File: config.mk
export PLATFORM = sky130hd
export DESIGN_NAME = player_shot
export DESIGN_NICKNAME = d
export VERILOG_FILES = /design/src/rtl/invaders_pkg.sv /design/src/rtl/counter.sv /design/src/rtl/player_shot.sv
export SDC_FILE = /design/constraint.sdc
export NUM_CORES = 1
export LEC_CHECK = 0
export CORE_ASPECT_RATIO = 0.7
export CORE_MARGIN = 3
export CORE_UTILIZATION = 50
export CTS_CLUSTER_DIAMETER = 40
export DETAILED_ROUTE_END_ITERATION = 8
export DONT_BUFFER_PORTS = 1
export SYNTH_ARGS = -nofsm -noshare
export SYNTH_HDL_FRONTEND = slang
export SYNTH_SLANG_ARGS = --single-unit
File: constraint.sdc
create_clock -name clk_i -period 3.5 [get_ports clk_i]
set_input_delay 0.525 -clock clk_i [delete_from_list [all_inputs] [get_ports clk_i]]
set_output_delay 0.525 -clock clk_i [all_outputs]
set_load 0.005 [all_outputs]
File: src/rtl/invaders_pkg.sv
// rtl/invaders_pkg.sv - shared playfield types and constants for the invaders blocks
package invaders_pkg;

    typedef logic [9:0] pos_t;

    localparam int SCREEN_W = 640;
    localparam int SCREEN_H = 480;

    typedef enum logic [3:0] {
        SHOT_IDLE     = 4'b0001,
        SHOT_FLIGHT   = 4'b0010,
        SHOT_HIT      = 4'b0100,
        SHOT_COOLDOWN = 4'b1000
    } shot_state_e;

endpackage

File: src/rtl/counter.sv
// rtl/counter.sv - generic up counter with synchronous clear and enable
module counter #(
    parameter int WIDTH = 8,
    parameter int STEP  = 1
) (
    input  logic             clk,
    input  logic             rst_n,
    input  logic             clear,
    input  logic             enable,
    output logic [WIDTH-1:0] count
);

    always_ff @(posedge clk or negedge rst_n) begin
        if (!rst_n) begin
            count <= '0;
        end else if (clear) begin
            count <= '0;
        end else if (enable) begin
            count <= count + WIDTH'(STEP);
        end
    end

endmodule

File: src/rtl/player_shot.sv
// rtl/player_shot.sv - player projectile: launch, climb, collide with one enemy box
// Optional post-retire lockout enabled by defining PLAYER_SHOT_COOLDOWN_EN.
module player_shot
    import invaders_pkg::*;
#(
    parameter logic [11:0] color_p       = {4'hF, 4'h0, 4'h0},
    parameter pos_t        step_p        = 10'd8,
    parameter pos_t        shot_width_p  = 10'd2,
    parameter pos_t        shot_height_p = 10'd8,
    parameter logic [7:0]  cooldown_p    = 8'd15
) (
    input  logic       clk_i,
    input  logic       reset_n_i,
    input  logic       frame_i,
    input  logic       fire_i,
    input  logic [9:0] player_center_i,
    input  logic [9:0] player_top_i,
    input  logic [9:0] enemy_left_i,
    input  logic [9:0] enemy_right_i,
    input  logic [9:0] enemy_top_i,
    input  logic [9:0] enemy_bot_i,
    input  logic       enemy_alive_i,
    output logic       hit_o,
    output logic       active_o,
    output logic [9:0] left_pos_o,
    output logic [9:0] right_pos_o,
    output logic [9:0] top_pos_o,
    output logic [9:0] bot_pos_o,
    output logic [3:0] shot_red_o,
    output logic [3:0] shot_green_o,
    output logic [3:0] shot_blue_o
);

`ifdef PLAYER_SHOT_COOLDOWN_EN
    localparam shot_state_e RETIRE_STATE = SHOT_COOLDOWN;
`else
    localparam shot_state_e RETIRE_STATE = SHOT_IDLE;
`endif

    shot_state_e state;
    shot_state_e state_next;

    pos_t left;
    pos_t top;
    pos_t right;
    pos_t bot;

    logic overlap;
    logic launch;
    logic climb;
    logic cool_done;

    assign right = left + shot_width_p - 10'd1;
    assign bot   = top + shot_height_p - 10'd1;

    // Inclusive box test; a dead enemy is transparent to the shot.
    always_comb begin
        overlap = enemy_alive_i
                  && (left  <= enemy_right_i)
                  && (right >= enemy_left_i)
                  && (top   <= enemy_bot_i)
                  && (bot   >= enemy_top_i);
    end

`ifdef PLAYER_SHOT_COOLDOWN_EN
    logic [7:0] cool_count;

    counter #(
        .WIDTH (8),
        .STEP  (1)
    ) u_cooldown (
        .clk    (clk_i),
        .rst_n  (reset_n_i),
        .clear  (state != SHOT_COOLDOWN),
        .enable (frame_i && (state == SHOT_COOLDOWN)),
        .count  (cool_count)
    );

    assign cool_done = (cooldown_p == 8'd0)
                       || (frame_i && (cool_count == cooldown_p - 8'd1));
`else
    assign cool_done = 1'b1;
`endif

    always_ff @(posedge clk_i or negedge reset_n_i) begin
        if (!reset_n_i) begin
            state <= SHOT_IDLE;
        end else begin
            state <= state_next;
        end
    end

    always_comb begin
        state_next = state;
        unique case (state)
            SHOT_IDLE: begin
                if (fire_i && (player_top_i >= shot_height_p)) begin
                    state_next = SHOT_FLIGHT;
                end
            end
            SHOT_FLIGHT: begin
                if (overlap) begin
                    state_next = SHOT_HIT;
                end else if (frame_i && (top < step_p)) begin
                    state_next = RETIRE_STATE;
                end
            end
            SHOT_HIT: begin
                state_next = RETIRE_STATE;
            end
            SHOT_COOLDOWN: begin
                if (cool_done) begin
                    state_next = SHOT_IDLE;
                end
            end
            default: begin
                state_next = SHOT_IDLE;
            end
        endcase
    end

    always_comb begin
        hit_o    = (state == SHOT_HIT);
        active_o = (state == SHOT_FLIGHT);
    end

    assign launch = (state == SHOT_IDLE) && (state_next == SHOT_FLIGHT);
    // Overlap takes priority over the frame tick, so the shot freezes on a hit.
    assign climb  = (state == SHOT_FLIGHT) && !overlap && frame_i && (top >= step_p);

    always_ff @(posedge clk_i or negedge reset_n_i) begin
        if (!reset_n_i) begin
            left <= '0;
            top  <= '0;
        end else if (launch) begin
            left <= player_center_i - (shot_width_p >> 1);
            top  <= player_top_i - shot_height_p;
        end else if (climb) begin
            top <= top - step_p;
        end
    end

    assign left_pos_o   = left;
    assign right_pos_o  = right;
    assign top_pos_o    = top;
    assign bot_pos_o    = bot;
    assign shot_red_o   = color_p[11:8];
    assign shot_green_o = color_p[7:4];
    assign shot_blue_o  = color_p[3:0];

endmodule
# After elaboration in Yosys (flattened, before gate mapping)
# Index checks and enable logic that the tools add are counted.
[totals]
reg_bits = 24
input_bits = 65
output_inout_bits = 54
word_cells = 39
[op_classes]
addsub = 7
n_lt_le_gt_ge = 7
eq_ne = 4
n_mux = 6
reduce_logical = 12
[op_table]
columns = ["op", "n"]
rows = [
  ["10-bit by 1-bit subtractor with 10-bit output, second input constant", 3],
  ["10-bit greater-or-equal comparator", 2],
  ["10-bit by 4-bit greater-or-equal comparator with 1-bit output, second input constant", 2],
  ["10-bit less-or-equal comparator", 2],
  ["10-bit 2-to-1 mux", 2],
  ["10-bit by 4-bit subtractor with 10-bit output, second input constant", 2],
  ["4-bit 2-to-1 mux", 3],
  ["10-bit by 2-bit adder with 10-bit output, second input constant", 1],
  ["10-bit by 4-bit adder with 10-bit output, second input constant", 1],
  ["1-bit logical AND", 10],
  ["10-bit by 4-bit less-than comparator with 1-bit output, second input constant", 1],
  ["4-bit by 2-bit == test with 1-bit output, second input constant", 2],
  ["4-bit case mux with 2 select lines", 1],
  ["4-bit by 1-bit == test with 1-bit output, second input constant", 1],
  ["4-bit by 3-bit == test with 1-bit output, second input constant", 1],
  ["2-bit nonzero test", 1],
  ["1-bit zero test", 1],
]

# Longest topological paths before layout
[logic_depth]
depth_word = 12
mapped_depth = 14

# Worst setup path after synthesis
# No wires, ideal clock.
[synth_path]
path_kind = "reg-to-reg"
startpoint = "register top[0], in the netlist top_pos_o[0]"
endpoint = "register top[7], in the netlist top_pos_o[7]"
setup_time_ns = 0.132
t_arrival_ns = 2.829
setup_slack_ns = 0.540
path_stages_with_launch = 15
path_buffers = 1
path_cell_list = "dfrtp_1 > inv_1 > ha_1 > nand2b_1 > nand4_1 > or2_2 > xnor2_1 > ha_1 > a2111o_1 > a21oi_1 > a31oi_1 > nand3_1 > clkbuf_1 > a21oi_1 > or3b_1"
[synth_via]
elab_chain_cells = 9
elab_cells_between_ends = 22
classes_between = "3 x add/sub; 4 x order compare; 1 x eq/ne; 5 x mux; 9 x reduce/logical"
[synth_rtl]
columns = ["item", "line_no", "source"]
rows = [
  ["start, declared", "player_shot.sv:44", "pos_t top;"],
  ["start signal, assigned", "player_shot.sv:137", "top <= player_top_i - shot_height_p;"],
  ["start signal, assigned", "player_shot.sv:139", "top <= top - step_p;"],
  ["10-bit by 4-bit adder with 10-bit output (*)", "player_shot.sv:54", "assign bot = top + shot_height_p - 10'd1;"],
  ["10-bit by 1-bit subtractor with 10-bit output (*)", "player_shot.sv:54", ""],
  ["via bot_pos_o[0]", "player_shot.sv:28", "output logic [9:0] bot_pos_o,"],
  ["10-bit greater-or-equal comparator (*)", "player_shot.sv:62", "&& (bot >= enemy_top_i);"],
  ["1-bit logical AND (*)", "player_shot.sv:62", ""],
  ["4-bit 2-to-1 mux / 1-bit zero test (equally long branches)", "player_shot.sv:102, player_shot.sv:129", ""],
  ["4-bit case mux with 2 select lines / 1-bit logical AND (equally long branches)", "player_shot.sv:95, player_shot.sv:129", ""],
  ["4-bit by 2-bit == test with 1-bit output / 1-bit logical AND (equally long branches)", "player_shot.sv:127, player_shot.sv:129", ""],
  ["1-bit logical AND, on equally long branches", "player_shot.sv:127, player_shot.sv:129", ""],
  ["10-bit 2-to-1 mux / 2-bit nonzero test (equally long branches)", "n/a", ""],
]
# Mark *: on every way through the listed nets, which the timed path passes. The rest lies on a longest branch. The select of a mux whose other input is x is not followed.
# A chain may end at the register's enable or synchronous reset.

# Final worst setup path
[layout_path]
startpoint = "register left[3], in the netlist left_pos_o[3]"
endpoint = "register top[7], in the netlist top_pos_o[7]"
[layout_via]
elab_chain_cells = 11
elab_cells_between_ends = 18
classes_between = "2 x add/sub; 2 x order compare; 1 x eq/ne; 3 x mux; 10 x reduce/logical"
[layout_rtl]
columns = ["item", "line_no", "source"]
rows = [
  ["start, declared", "player_shot.sv:43", "pos_t left;"],
  ["start signal, assigned", "player_shot.sv:136", "left <= player_center_i - (shot_width_p >> 1);"],
  ["10-bit by 2-bit adder with 10-bit output (*)", "player_shot.sv:53", "assign right = left + shot_width_p - 10'd1;"],
  ["10-bit by 1-bit subtractor with 10-bit output (*)", "player_shot.sv:53", ""],
  ["via right_pos_o[9]", "player_shot.sv:26", "output logic [9:0] right_pos_o,"],
  ["10-bit greater-or-equal comparator (*)", "player_shot.sv:60", "&& (right >= enemy_left_i)"],
  ["1-bit logical AND (*)", "player_shot.sv:60", ""],
  ["1-bit logical AND (*)", "player_shot.sv:61", "&& (top <= enemy_bot_i)"],
  ["1-bit logical AND (*)", "player_shot.sv:62", ""],
  ["4-bit 2-to-1 mux / 1-bit zero test (equally long branches)", "player_shot.sv:102, player_shot.sv:129", ""],
  ["4-bit case mux with 2 select lines / 1-bit logical AND (equally long branches)", "player_shot.sv:95, player_shot.sv:129", ""],
  ["4-bit by 2-bit == test with 1-bit output / 1-bit logical AND (equally long branches)", "player_shot.sv:127, player_shot.sv:129", ""],
  ["1-bit logical AND, on equally long branches", "player_shot.sv:127, player_shot.sv:129", ""],
  ["10-bit 2-to-1 mux / 2-bit nonzero test (equally long branches)", "n/a", ""],
]
# Mark *: on every way through the listed nets, which the timed path passes. The rest lies on a longest branch.

==> impl_metrics.env <==
export IMPL_gp_congestion=0.835
export IMPL_drtIter0Drc=97
export IMPL_yosysSeqAreaShare_pct=21.7
export IMPL_critical_path_class="reg -> reg"
export IMPL_crit_path_end_kind="flop"
export IMPL_wl_um=6810
export IMPL_die_w_um=95.1
export IMPL_rsz0062_at_grt="no"
export IMPL_die_h_um=68.4
export IMPL_p_leak_nw=1.51
export IMPL_vias_per_cell=5.49
export IMPL_overflow=0
export IMPL_grt_usage_pct=20.9
export IMPL_worstSetupStartpointType="flop"
export IMPL_fin_crit_ns=3.21
export IMPL_syn_area_um2=2780
export IMPL_grt_pass1_wl_um=10400
export IMPL_cts_htree_levels=1
export IMPL_synth_flop_cell="dfrtp_1"
export IMPL_ant_nets=0
export IMPL_drive_above_1_share_pct=7.98
export IMPL_setup_viol=0
export IMPL_nNetsFinal=464
export IMPL_clock_fmax_mhz=312
export IMPL_fin_area_um2=2940
export IMPL_hpwl_um=5760
export IMPL_timing_final_crit_share_pct=91.7
export IMPL_instances_no_fill=423
export IMPL_clock_latency_ns=0.27
export IMPL_finalMaxSlewViolations=0
export IMPL_antenna_cells=0
export IMPL_yosys_warnings=0
export IMPL_firstDrtPassIters=5
export IMPL_io_pins=119
export IMPL_grt_pass1_vias=1999
export IMPL_path_clk_slew_ns=0.10
export IMPL_grt_max_degree=24
export IMPL_antenna_found_initial=0
export IMPL_ys_seq_elements=24
export IMPL_rows=22
export IMPL_dp_cells=418
export IMPL_start_util_pct=52.3
export IMPL_portBuffers=0
export IMPL_synth_cell_types=49
export IMPL_cp_data_required_time_ns=3.65
export IMPL_cts_root_buf="clkbuf_8"
export IMPL_drv_cap=0
export IMPL_fill_cells=515
export IMPL_ff2ff_path_depth=12
export IMPL_crit_arrival_ns=3.36
export IMPL_ir_drop_mv=0.210
export IMPL_status="complete, no violations"
export IMPL_hp_class="in -> async"
export IMPL_synth_edf_count=0
export IMPL_post_dp_cell_area_um2=2860
export IMPL_synthCells=343
export IMPL_vias=2322
export IMPL_core_area_um2=5310
export IMPL_crit_fanout=6
export IMPL_setup_tns_ns=0
export IMPL_drc=0
export IMPL_synth_area_per_cell_um2=8.10
export IMPL_clockBufferDepth=2
export IMPL_finalHoldViolations=0
export IMPL_cts_tree="built"
export IMPL_routedWlPerCell_um=16.1
export IMPL_finClkSkew_ns=0.00864
export IMPL_multi_input_area_um2=1880
export IMPL_regArea_um2=603
export IMPL_post_cts_buffers=0
export IMPL_async_reset_ff_share_pct=100
export IMPL_r2r_slack_ns=0.29
export IMPL_cts_sinks=24
export IMPL_area_growth_pct=5.72
export IMPL_fin_util_pct=55.3
export IMPL_die_area_um2=6500
export IMPL_pwr_density_cell_nw_per_um2=432
export IMPL_numCtsBuffers=3
## state kept, by name, indices dropped and copies added (netlist names)
register	flops
left_pos_o	10
top_pos_o	10
state	4
## synth_stat cells, types with 4 or more instances
cell type   n  area, um2
xnor2_1    22        193
a31oi_1     4       25.0
inv_1      53        199
nor2_1     11       41.3
nand2_1    32        120
xor2_1      6       52.6
nand3_1    12       60.1
o21ai_0    13       65.1
buf_4      14        105
a21o_1     10       75.1
and3_1      6       37.5
ha_1       47        588
dfrtp_1    23        576
nor3_1     10       50.1
nand2b_1    4       25.0
a21oi_1    13       65.1
nand4_1     8       50.1
## worst paths after layout
| kind | end | start |
|---|---|---|
| max reg2reg | top_pos_o[7] | left_pos_o[3] |
| max in group asynchronous | left_pos_o[3] | reset_n_i |
| min in group clk_i | left_pos_o[0] | player_center_i[0] |
| min reg2reg | state[2] | state[2] |
| max | top_pos_o[7] | left_pos_o[3] |
| min | left_pos_o[5] | reset_n_i |
## power by group
part | internal, W | switching (W)
Combinational | 0.000285 | 0.000366
Sequential | 0.000332 | 0.0000867
Clock | 0.000101 | 0.0000981
## per-stage QoR
step | setup WS [ns] | hold slack [ns] | power, W
after floorplan | 0.540 | 0.229 | 0.000885
after global routing | 0.0515 | 0.0477 | 0.00139
after detailed placement | 0.241 | 0.230 | 0.00107
after global placement | 0.239 | 0.230 | 0.00106
final | 0.291 | 0.0523 | 0.00127
after CTS | 0.219 | 0.0562 | 0.00127
## per-layer routing
layer	track usage (%)	up-vias	wire length [um]	part of all wire, %
met5	0	-	0	0
met4	1.62	0	0	0
met3	6.92	0	648	9.5
met2	29.3	78	2730	40
met1	31.6	1066	3440	50
li1	-	1178	-	-
## worst max-delay path: stages (launching register included)
cell and delay, ns:
dfrtp_2 0.44, and3_1 0.24, and3_1 0.22, nand3_1 0.10
xnor2_1 0.18, ha_1 0.31, and3_1 0.18, and3_1 0.22
o2111ai_1 0.19, a31oi_1 0.25, nand3_1 0.24, nand4_1 0.15
or3b_1 0.36
## cell type report
type,count,share of cell area [%]
timing repair buffer,13,3.75
sequential,24,20.5
inverter,53,6.77
tap,72,3.07
multi-input combinational,257,64.0
clock buffer,4,1.87
## cells by family (layout without fill, tap and decap cells)
logic type	after synthesis	after routing	synth area share [%]
adder cells (fa/ha/maj)	47	47	21.2
other	2	13	0.270
buffers and inverters	73	70	12.2
flip-flops	24	24	21.7
AND/OR/NAND/NOR	102	102	19.2
XOR/XNOR	28	28	8.82
AO/OA/AOI/OAI	64	64	15.5
multiplexers	3	3	1.22
## cell usage in the layout (no fill, tap or decap), types with 8 or more instances in the layout
cell     synthesis  layout
nor2_1          11      11
dfrtp_1         23      22
ha_1            47      47
inv_1           53      53
nand3_1         12      12
a21o_1          10      10
conb_1           2      13
o21ai_0         13      13
nand2_1         32      32
xnor2_1         22      22
buf_4           14      12
nor3_1          10      10
nand4_1          8       8
a21oi_1         13      13
## repair_timing
action                                  CTS  global route
endpoints found under the hold margin    23             0
resized for setup                         0             1
endpoints found under the setup margin    0             1
hold buffers                              1             0
Power figures use the tool's default switching activity.
